### config.mk
export PLATFORM = sky130hd
export DESIGN_NAME = puf_race_controller
export DESIGN_NICKNAME = d
export VERILOG_FILES = /design/src/rtl/puf_race_controller.sv
export SDC_FILE = /design/constraint.sdc
export NUM_CORES = 1
export LEC_CHECK = 0
export ABC_CLOCK_PERIOD_IN_PS = 6690
export CORE_ASPECT_RATIO = 0.5
export CORE_MARGIN = 4
export CORE_UTILIZATION = 45
export CTS_CLUSTER_DIAMETER = 30
export DETAILED_ROUTE_END_ITERATION = 6
export DONT_BUFFER_PORTS = 1
export PLACE_DENSITY = 0.68
export RECOVER_POWER = 50
export SYNTH_ARGS = -nofsm -noshare
export SYNTH_HDL_FRONTEND = slang
export SYNTH_SLANG_ARGS = --single-unit
### constraint.sdc
create_clock -name clk -period 6.69 [get_ports clk]
set_input_delay 0.3345 -clock clk [delete_from_list [all_inputs] [get_ports clk]]
set_output_delay 0.3345 -clock clk [all_outputs]
set_load 0.01 [all_outputs]
### src/rtl/puf_race_controller.sv
// Delay-PUF race sequencer: per response bit, settle the muxes, race two counters, record the winner.
// Optional PUF_MAJORITY_VOTE_EN: three races per bit, response bit is the 2-of-3 majority.
module puf_race_controller #(
  parameter int RESP_BITS     = 8,
  parameter int SEL_W         = 4,
  parameter int SETTLE_CYCLES = 4,
  parameter int TIMEOUT       = 1023
) (
  input  logic                         clk,
  input  logic                         reset,
  input  logic                         start,
  input  logic [RESP_BITS*2*SEL_W-1:0] challenge,
  input  logic                         finished_a,
  input  logic                         finished_b,
  output logic [SEL_W-1:0]             sel_a,
  output logic [SEL_W-1:0]             sel_b,
  output logic                         cnt_reset,
  output logic                         cnt_enable,
  output logic                         busy,
  output logic                         done,
  output logic [RESP_BITS-1:0]         response,
  output logic                         error
);

  localparam int IDX_W = (RESP_BITS > 1) ? $clog2(RESP_BITS) : 1;
  localparam int ST_W  = $clog2(SETTLE_CYCLES + 1);
  localparam int TO_W  = $clog2(TIMEOUT + 1);
  localparam logic [IDX_W-1:0] LAST_IDX = IDX_W'(RESP_BITS - 1);

  typedef enum logic [2:0] {
    S_IDLE, S_SELECT, S_RACE, S_RECORD, S_DONE
  } state_t;

  state_t state, state_d;

  // challenge viewed as [bit][a/b][select]
  logic [RESP_BITS-1:0][1:0][SEL_W-1:0] chal_q;
  logic [IDX_W-1:0] idx;
  logic [ST_W-1:0]  settle_cnt;
  logic [TO_W-1:0]  race_cnt;
  logic             bit_q;
  logic             last_pass;
  logic             settle_end;
  logic             race_end;
  logic             pulse;

`ifdef PUF_MAJORITY_VOTE_EN
  logic [1:0] pass_q;
  logic [1:0] vote_q;
  assign last_pass = (pass_q == 2'd2);
`else
  assign last_pass = 1'b1;
`endif

  assign pulse      = finished_a | finished_b;
  assign settle_end = (settle_cnt == ST_W'(SETTLE_CYCLES - 1));
  assign race_end   = pulse || (race_cnt == TO_W'(TIMEOUT - 1));

  // Selects stay on the current slice through SELECT/RACE/RECORD so the race sees stable muxes.
  assign sel_a = busy ? chal_q[idx][0] : '0;
  assign sel_b = busy ? chal_q[idx][1] : '0;

  always_comb begin
    state_d    = state;
    cnt_reset  = 1'b0;
    cnt_enable = 1'b0;
    busy       = 1'b0;
    done       = 1'b0;
    case (state)
      S_IDLE: begin
        if (start) state_d = S_SELECT;
      end
      S_SELECT: begin
        busy      = 1'b1;
        cnt_reset = 1'b1;
        if (settle_end) state_d = S_RACE;
      end
      S_RACE: begin
        busy       = 1'b1;
        cnt_enable = 1'b1;
        if (race_end) state_d = S_RECORD;
      end
      S_RECORD: begin
        busy = 1'b1;
        if (last_pass && idx == LAST_IDX) state_d = S_DONE;
        else                              state_d = S_SELECT;
      end
      S_DONE: begin
        done    = 1'b1;
        state_d = S_IDLE;
      end
      default: state_d = S_IDLE;
    endcase
  end

  always_ff @(posedge clk or posedge reset) begin
    if (reset) begin
      state      <= S_IDLE;
      chal_q     <= '0;
      idx        <= '0;
      settle_cnt <= '0;
      race_cnt   <= '0;
      bit_q      <= 1'b0;
      response   <= '0;
      error      <= 1'b0;
`ifdef PUF_MAJORITY_VOTE_EN
      pass_q     <= '0;
      vote_q     <= '0;
`endif
    end else begin
      state <= state_d;
      case (state)
        S_IDLE: begin
          if (start) begin
            chal_q     <= challenge;
            response   <= '0;
            error      <= 1'b0;
            idx        <= '0;
            settle_cnt <= '0;
`ifdef PUF_MAJORITY_VOTE_EN
            pass_q     <= '0;
            vote_q     <= '0;
`endif
          end
        end
        S_SELECT: begin
          settle_cnt <= settle_end ? '0 : settle_cnt + ST_W'(1);
          race_cnt   <= '0;
        end
        S_RACE: begin
          race_cnt <= race_cnt + TO_W'(1);
          // A tie, B winning and a timeout all resolve to 0.
          bit_q    <= finished_a & ~finished_b;
          if (!pulse && race_end) error <= 1'b1;
        end
        S_RECORD: begin
`ifdef PUF_MAJORITY_VOTE_EN
          if (!last_pass) begin
            pass_q <= pass_q + 2'd1;
            vote_q <= vote_q + {1'b0, bit_q};
          end else begin
            response[idx] <= vote_q[1] | (vote_q[0] & bit_q);
            pass_q        <= '0;
            vote_q        <= '0;
            if (idx != LAST_IDX) idx <= idx + IDX_W'(1);
          end
`else
          response[idx] <= bit_q;
          if (idx != LAST_IDX) idx <= idx + IDX_W'(1);
`endif
        end
        default: ;
      endcase
    end
  end

endmodule

Word level (Yosys, flattened, before mapping):

Index checks and enable logic that the tools add are counted.

* add/subtract/negate cells: 3
* multiply operators: 0
* div/mod/pow operators: 0
* order comparisons: 2
* equality and inequality tests: 13
* shifts and indexed selects: 0
* muxes and demuxes: 27
* bitwise logic cells: 3
* reduce and logical (&&, ||, !) cells: 16

Operators with widths (count)
* $bmux 8 s3: 1
* $mux 3: 7
* $pmux 10 s2: 1
* $mux 8: 2
* $pmux 8 s2: 1
* $pmux 3 s2: 2
* $pmux 3 s4: 1
* $add 10x1->10 const B: 1
* $eq 10x10->1 const B: 1
* $ne 2x2->1 const B: 5
* $eq 3x2->1 const B: 3
* $reduce_and 3->1: 3
* $bwmux 8: 1
* $mux 4: 2
* $reduce_bool 2->1: 4
* $mux 1: 7
* $add 3x1->3 const B: 2
* $eq 3x3->1 const B: 2
* $reduce_and 2->1: 3
* $lt 3x4->1 const B: 1
* $demux 1 s3: 1
* $eq 3x1->1 const B: 1
* $ge 3x1->1 const B: 1
* $logic_not 3->1: 1
* other kinds (9): 10

* flip-flop bits (word level): 93
* bits in latches: 0
* bits in writable memories: 0
* ROM bits: 0
* input bits: 69
* output and inout bits: 21
* logic and storage cells: 87
* memories kept: 0

Depth between registers and ports, before layout:

Gate-level depths: netlist of run 1.

* depth after elaboration: 6
* mapped depth: 7

Worst setup path before layout of run 1:

Ideal clock, no wire load.

* path kind: register to output
* start: register idx[1]
* end: output sel_b[0]
* arrival time: 1714 ps
* path slack: 4642 ps
* stages on the path, launching flop included: 6
* buffers on the path: 2
* cells stage by stage: dfrtp_1 clkbuf_1 clkbuf_1 nor2_1 o2bb2ai_1 a2111oi_0

* cells in the longest elaborated chain, start to end: 3

RTL lines
* start: declaration: line 38 `logic [IDX_W-1:0] idx;`
* start signal: assignment: line 149 `if (idx != LAST_IDX) idx <= idx + IDX_W'(1);`
* $bmux 8 s3: line 61 `assign sel_b = busy ? chal_q[idx][1] : '0;`
* $mux 8 (not written as such): line 61
* $mux 4: line 61
* end: declaration: line 16 `output logic [SEL_W-1:0] sel_b,`

Every way passes these cells. The select of a mux whose other input is x is not followed.

Worst setup path in the final report of run 1:

* start: register state[1]
* end: register response[2]

* cells in the longest elaborated chain, start to end: 3
* elaborated cells between the ends (all ways): 6
* classes of those cells: eq/ne (2); mux (1); reduce/logical (3)

RTL lines
* start: declaration: line 34 `state_t state, state_d;`
* start signal: assignment: line 111 `state <= state_d;`
* $eq 3x2->1 / $logic_not 3->1 (equally long branches): line 112 `case (state)`
* $reduce_bool 2->1 (no source line) / $ne 2x2->1 (equally long branches)
* $reduce_and 2->1 (no source line)
* end signal: indexed assignment: line 148 `response[idx] <= bit_q;`
* end: declaration: line 21 `output logic [RESP_BITS-1:0] response,`

Several ways; a longest one is shown, not always the timed one.
A chain may end at the register's enable or synchronous reset.

==> impl_metrics.yaml, run 1 <==
yosys:
  seq_total_area_yosys_pct: 50.96
  synth_warnings: 0
  synth.net_count: 578
  ys_ff_latch: 93
  synth_cell_types: 52
  mapped_avg_cell_area_um2: 9.061
  post_synth_main_area_contributors: "sky130_fd_sc_hd__dfrtp_1 (51%), sky130_fd_sc_hd__nand2_1 (16%), sky130_fd_sc_hd__mux2i_1 (4.4%)"
  most_common_cell_in_the_netlist: "sky130_fd_sc_hd__nand2_1"
  ys.flop_type: "sky130_fd_sc_hd__dfrtp_1"
  synth_area_leader_cell: "sky130_fd_sc_hd__dfrtp_1"
  synth_top_area_share_pct: 50.96
  synth_common_cells: "sky130_fd_sc_hd__nand2_1 (198), sky130_fd_sc_hd__dfrtp_1 (93), sky130_fd_sc_hd__clkbuf_1 (22)"
  postSynthCellCount: 504
  async_flop_share_pct: 100.0
  synth_enable_flop_cells: 0
  syn-cell-area_um2: 4567
worst_setup_path:
  crit_slowest_cell: "sky130_fd_sc_hd__clkbuf_1"
  cp_cell_sequence: "nor4b_1 > clkbuf_1 > mux2i_1 > a22o_1"
  critPathKind: "reg -> reg"
  endpoint_kind: "flip-flop"
  worstSetupStartpointType: "flip-flop"
  timing.critical_path.fanout_max: 72
  worst_path_required_time_ns: 6.91
  delay_of_the_slowest_cell_on_the_worst_path_ns: 1.98
  arrival_ns: 3.70
clock_tree:
  tritoncts: "yes"
  clk_transition_reported_paths_ns: 0.06
  post_cts_buffers: 0
  ctsRootBufferMaster: "sky130_fd_sc_hd__clkbuf_16"
  clock_sink_count: 93
  cts_htree_levels: 3
  worst_skew_pair.late_latency_ns: 0.34
  cts_buffer_depth: 2
  cts_inserted_buffers: 9
final_layout:
  layoutNonFillerInstCount: 625
  finish.instance_area_um2: 4962
  finish.net_count: 560
  area.growth.synth_to_final_pct: 8.658
  post_route_cells_drive_above_1_share_pct: 9.184
  num_antenna_cells: 0
  final_core_utilization_pct: 51.34
detailed_routing:
  routed_length_per_placed_instance_um: 17.52
  vias_per_cell: 5.480
  detailroute.via_count: 3425
  drtIter0Drc: 300
  drt-pass1-iter-count: 5
  route.detailed.drc: 0
  drtAntennaViolNets: 0
  wirelength_mm: 10.95
power_and_ir_drop:
  power_report.internal_total_uw: 1444
  vdd.ir_drop.worst_mv: 0.1943
  net-switching-power_uw: 834.0
  power_leakage_uw: 0.002373
  seqPwrFrac_pct: 41.6
  power_density_nw_per_um2: 459.1
  combPwrFrac_pct: 33.2
  clockPowerShare_pct: 25.2
  power.switching_fraction_pct: 36.61
floorplanning:
  top_level_port_count: 90
  fp.coreArea_um2: 9666
  die_h_um: 79.24
  core.rowCount: 25
  die_w_um: 150.5
  die-area_um2: 11920
  initial_utilization_pct: 47.25
placed_design:
  instance_area_after_placement_um2: 4626
  gpl_congestion: 0.8567
  detailed_place_hpwl_mm: 7.781
  buffer_ports.inserted: 0
  placedCellCount: 609
grt:
  overflow_left_after_global_routing: 0
  grt_pass1_wl_mm: 17.34
  groute.usage.overall_pct: 18.77
  via_count_of_the_first_global_routing_pass: 3257
  antenna_violations_before_repair: 0
  pin_count_of_the_biggest_net_entering_global_routing: 79
run_status:
  result_of_the_run: "finished, violations left"
  violations_in_the_final_reports: "max-capacitance violations, max-slew violations"
sta:
  final_period_minus_worst_setup_slack_ns: 3.483
  timing_worst_slew_pin_value_ns: 2.756
  setup-violations-final: 0
  clock-skew-final_ns: 0.006048
  timing.final.hold_violations: 0
  final-max-slew-violation-count: 73
  grt_setup_unrepaired: "no"
  timing.max_slew.rel_slack_pct: -83.75
  setup_tns_ns: 0
  min_period_over_period_pct: 52.06
  clock.fmax_mhz: 287.1
  worst_hold_slack_ns: 0.09887
run:
  cap_viol_max_count: 1
min_path:
  timing.hold.worst.class: "in -> reg"
## logic make-up after synthesis
logic type	count (synthesis)	synth area share (%)
AND/OR/NAND/NOR	261	25.34
multiplexers	32	7.342
adder cells (fa/ha/maj)	5	1.370
flip-flops	93	50.96
buffers and inverters	49	4.630
AO/OA/AOI/OAI	64	10.36
## layout by cell type, fill, tap and decap left out, types with 5 or more instances in the layout
cell                        instances
sky130_fd_sc_hd__a21oi_1            8
sky130_fd_sc_hd__nand3b_1           5
sky130_fd_sc_hd__nand3_1            8
sky130_fd_sc_hd__o22ai_1            9
sky130_fd_sc_hd__ha_1               5
sky130_fd_sc_hd__nor2b_1            5
sky130_fd_sc_hd__mux2i_1           20
sky130_fd_sc_hd__o21ai_0            9
sky130_fd_sc_hd__inv_1             12
sky130_fd_sc_hd__nand2b_1           5
sky130_fd_sc_hd__mux2_2            12
sky130_fd_sc_hd__or3b_2             7
sky130_fd_sc_hd__o221ai_1           5
sky130_fd_sc_hd__clkbuf_16          9
sky130_fd_sc_hd__buf_4              5
sky130_fd_sc_hd__nand2_1          198
sky130_fd_sc_hd__dfrtp_1           93
## worst max-delay path: cells and delay by family (launching register included)
kind,cells,cell delay (ns)
AO/OA/AOI/OAI,1,0.36
buffers and inverters,1,1.98
flip-flops,1,0.47
multiplexers,1,0.22
AND/OR/NAND/NOR,1,0.32
## power groups by stage
stage	clock network [uW]	registers [uW]	logic [uW]
floorplan	0	865	646
global placement	0	955	731
detailed placement	0	952	753
CTS	586	948	755
global route	609	977	855
finish	575	948	755
## layout make-up
cell class / count / area, um^2
inverters: 13 / 50.05
clock inverters: 6 / 111.4
clock buffers: 9 / 225.2
fillers: 906 / 4703
multi-input cells: 362 / 2028
flip-flops and latches: 93 / 2327
repair buffers: 7 / 51.30
well taps: 135 / 168.9
## timing repair
| item | CTS | global route |
|---|---|---|
| hold buffers | 1 | 0 |
| endpoints found under the hold margin | 15 | 0 |
| resized for setup | 0 | 0 |
| setup endpoints to repair | 0 | 0 |
## metrics by stage
stage	power (uW)	setup WS, ns
detailed placement	1705	4.334
global route	2442	2.624
finish	2278	3.207
global placement	1686	4.421
CTS	2288	3.969
floorplan	1511	3.935
## sequential cells by signal, summed over array words and instances (netlist names)
register,cells
bit_q,1
race_cnt,10
state,3
chal_q,64
settle_cnt,3
error,1
idx,3
response,8
## routing by layer
metal	global-route usage (%)	wire [um]	vias to the layer above
met1	26.88	5095	1664
met4	4.745	76	0
met3	7.469	1010	9
met2	26.40	4764	84
li1	-	-	1668
met5	0	0	-
## final timing paths
kind                                         from                 endpoint  slack, ns  cells past startpoint
max in group asynchronous                   reset   chal_q[28]$_DFFE_PP0P_       4.80                      3
hold reg to reg            chal_q[44]$_DFFE_PP0P_   chal_q[44]$_DFFE_PP0P_       0.47                      2
hold / removal                      challenge[16]   chal_q[16]$_DFFE_PP0P_        0.1                      2
setup reg to reg             state[1]$_DFFE_PP0P_  response[2]$_DFFE_PP0P_       3.21                      4
min in group asynchronous                   reset  race_cnt[8]$_DFFE_PP0P_       0.54                      2
setup / recovery             state[1]$_DFFE_PP0P_  response[2]$_DFFE_PP0P_       3.21                      4
(Power assumes the default switching activity.)
==> run 2: changes to the inputs <==
Settings changed: ABC_CLOCK_PERIOD_IN_PS 6690 to 3350.
Clock period 6.69 ns to 3.35 ns, I/O delays scaled along.
==> impl_metrics.yaml, run 2 (synthesis results as in run 1) <==
final_layout:
  num_antenna_cells: 0
  seq_area_um2: 2327
  largestRegisters: "chal_q x64, race_cnt x10, response x8"
  area_taken_by_multi_input_logic_gates_um2: 2034
  final_core_utilization_pct: 57.80
  finish.net_count: 626
  layoutNonFillerInstCount: 690
  area.growth.synth_to_final_pct: 22.33
  post_route_cells_drive_above_1_share_pct: 8.288
  largest_register_ffs: 64
  final_common_cell: "sky130_fd_sc_hd__nand2_1"
  layout.filler_cells: 828
  finish.instance_area_um2: 5587
  most-common-layout-cells: "sky130_fd_sc_hd__nand2_1 (198), sky130_fd_sc_hd__dfrtp_1 (93), sky130_fd_sc_hd__dlygate4sd3_1 (66), sky130_fd_sc_hd__mux2i_1 (20)"
  regMostFlops: "chal_q"
worst_setup_path:
  worst_path_required_time_ns: 3.18
  crit_slowest_cell: "sky130_fd_sc_hd__dfrtp_1"
  critical_path.reg2reg.endpoint: "idx[0]$_DFFE_PP0P_"
  arrival_ns: 2.43
  worst_r2r_startpoint: "idx[0]$_DFFE_PP0P_"
  worst-r2r-cell-count: 5
  worstSetupStartpointType: "flip-flop"
  endpoint_kind: "primary output"
  worst-r2r-setup-slack_ns: 1.24
  cp_cell_sequence: "nor2b_1 > a221oi_1 > o221a_2"
  timing.critical_path.fanout_max: 30
  critPathKind: "reg -> out"
  delay_of_the_slowest_cell_on_the_worst_path_ns: 0.98
placed_design:
  dp_slack_ns: 1.144
  detailed_place_hpwl_mm: 7.775
  placedCellCount: 610
  buffer_ports.inserted: 0
  gpl_congestion: 0.8026
  instance_area_after_placement_um2: 4646
power_and_ir_drop:
  combPwrFrac_pct: 35.4
  clockPowerShare_pct: 22.1
  net-switching-power_uw: 1699
  vdd.ir_drop.worst_mv: 0.3099
  power_density_nw_per_um2: 799.9
  power_report.internal_total_uw: 2770
  power.switching_fraction_pct: 38.01
  power_leakage_uw: 0.002633
  seqPwrFrac_pct: 42.5
run_status:
  result_of_the_run: "finished, violations left"
  violations_in_the_final_reports: "max-capacitance violations, max-slew violations"
grt:
  grt_pass1_wl_mm: 19.29
  groute.usage.overall_pct: 21.06
  overflow_left_after_global_routing: 0
  antenna_violations_before_repair: 2
  pin_count_of_the_biggest_net_entering_global_routing: 73
  via_count_of_the_first_global_routing_pass: 3614
clock_tree:
  ctsRootBufferMaster: "sky130_fd_sc_hd__clkbuf_16"
  cts_inserted_buffers: 9
  cts_htree_levels: 3
  cts_buffer_depth: 2
  clk_transition_reported_paths_ns: 0.07
  clock_sink_count: 93
  worst_skew_pair.late_latency_ns: 0.35
  tritoncts: "yes"
  post_cts_buffers: 0
floorplanning:
  die_h_um: 79.24
  core.rowCount: 25
  fp.coreArea_um2: 9666
  die-area_um2: 11920
  initial_utilization_pct: 47.25
  die_w_um: 150.5
  top_level_port_count: 90
min_path:
  worst_hold_path.num_cells: 2
  hold_path.startpoint: "finished_b"
  timing.hold.worst.class: "in -> reg"
  hold_path_end: "bit_q$_DFFE_PP0P_"
sta:
  final_period_minus_worst_setup_slack_ns: 2.602
  grt_setup_unrepaired: "no"
  setup_tns_ns: 0
  clock.fmax_mhz: 384.3
  clock-skew-final_ns: 0.008743
  timing.max_slew.rel_slack_pct: -41.38
  timing.final.hold_violations: 0
  final-max-slew-violation-count: 46
  setup-violations-final: 0
  timing_worst_slew_pin_value_ns: 2.109
  setup_ws_ns: 0.7477
  min_period_over_period_pct: 77.68
detailed_routing:
  drtAntennaViolNets: 0
  detailroute.via_count: 3709
  routed_length_per_placed_instance_um: 17.51
  vias_per_cell: 5.375
  drtIter0Drc: 269
  wirelength_mm: 12.08
  route.detailed.drc: 0
  drt-pass1-iter-count: 5
run:
  cap_viol_max_count: 1
run 2: layout make-up:
class	instances	area share, %
Sequential cell	93	41.66
Multi-Input combinational cell	362	36.42
Timing Repair Buffer	73	12.99
Clock buffer	10	4.099
Tap cell	135	3.024
Clock inverter	4	0.9183
Inverter	13	0.8959
run 2: stage by stage:
stage	hold WS [ns]	total power, uW
final	0.03198	4469
after global routing	0.02292	4787
after CTS	0.01522	4477
after detailed placement	0.2353	3408
after global placement	0.2358	3386
after floorplan	0.2729	3018
run 2: layer usage:
layer | GRT usage [%] | vias up | routed length [um]
met4 | 6.296 | 4 | 206
met2 | 30.37 | 128 | 5301
met5 | 0 | - | 15
met3 | 7.526 | 25 | 888
met1 | 29.71 | 1756 | 5668
li1 | - | 1796 | -
run 2: power by group through the flow:
stage | clock (uW) | combinational [uW] | sequential [uW]
after detailed placement | 0 | 1510 | 1900
final | 988 | 1580 | 1900
after global routing | 1050 | 1780 | 1950
after floorplan | 0 | 1290 | 1730
after global placement | 0 | 1470 | 1920
after CTS | 1010 | 1580 | 1890
run 2: worst max path at each step:
stage                                   from                end  slack, ns  depth (start not counted)
after floorplan                        reset  bit_q$_DFFE_PP0P_       0.76                          1
after global placement    idx[1]$_DFFE_PP0P_           sel_b[0]       1.12                          4
after detailed placement  idx[1]$_DFFE_PP0P_           sel_b[2]       1.14                          3
after CTS                 idx[1]$_DFFE_PP0P_           sel_b[2]       0.76                          3
after global routing      idx[1]$_DFFE_PP0P_           sel_b[2]       0.62                          3
final                     idx[1]$_DFFE_PP0P_           sel_b[2]       0.75                          3
run 2: repair_timing:
action | 4_1_cts | 5_1_grt
hold buffers | 66 | 0
gates resized for setup | 0 | 0
hold endpoints to repair | 110 | 0
run 2: worst max-delay path: cells and delay by family, from the launching register on:
family | cells | cell delay (ns)
AO/OA/AOI/OAI | 2 | 0.51
AND/OR/NAND/NOR | 1 | 0.60
flip-flops | 1 | 0.98
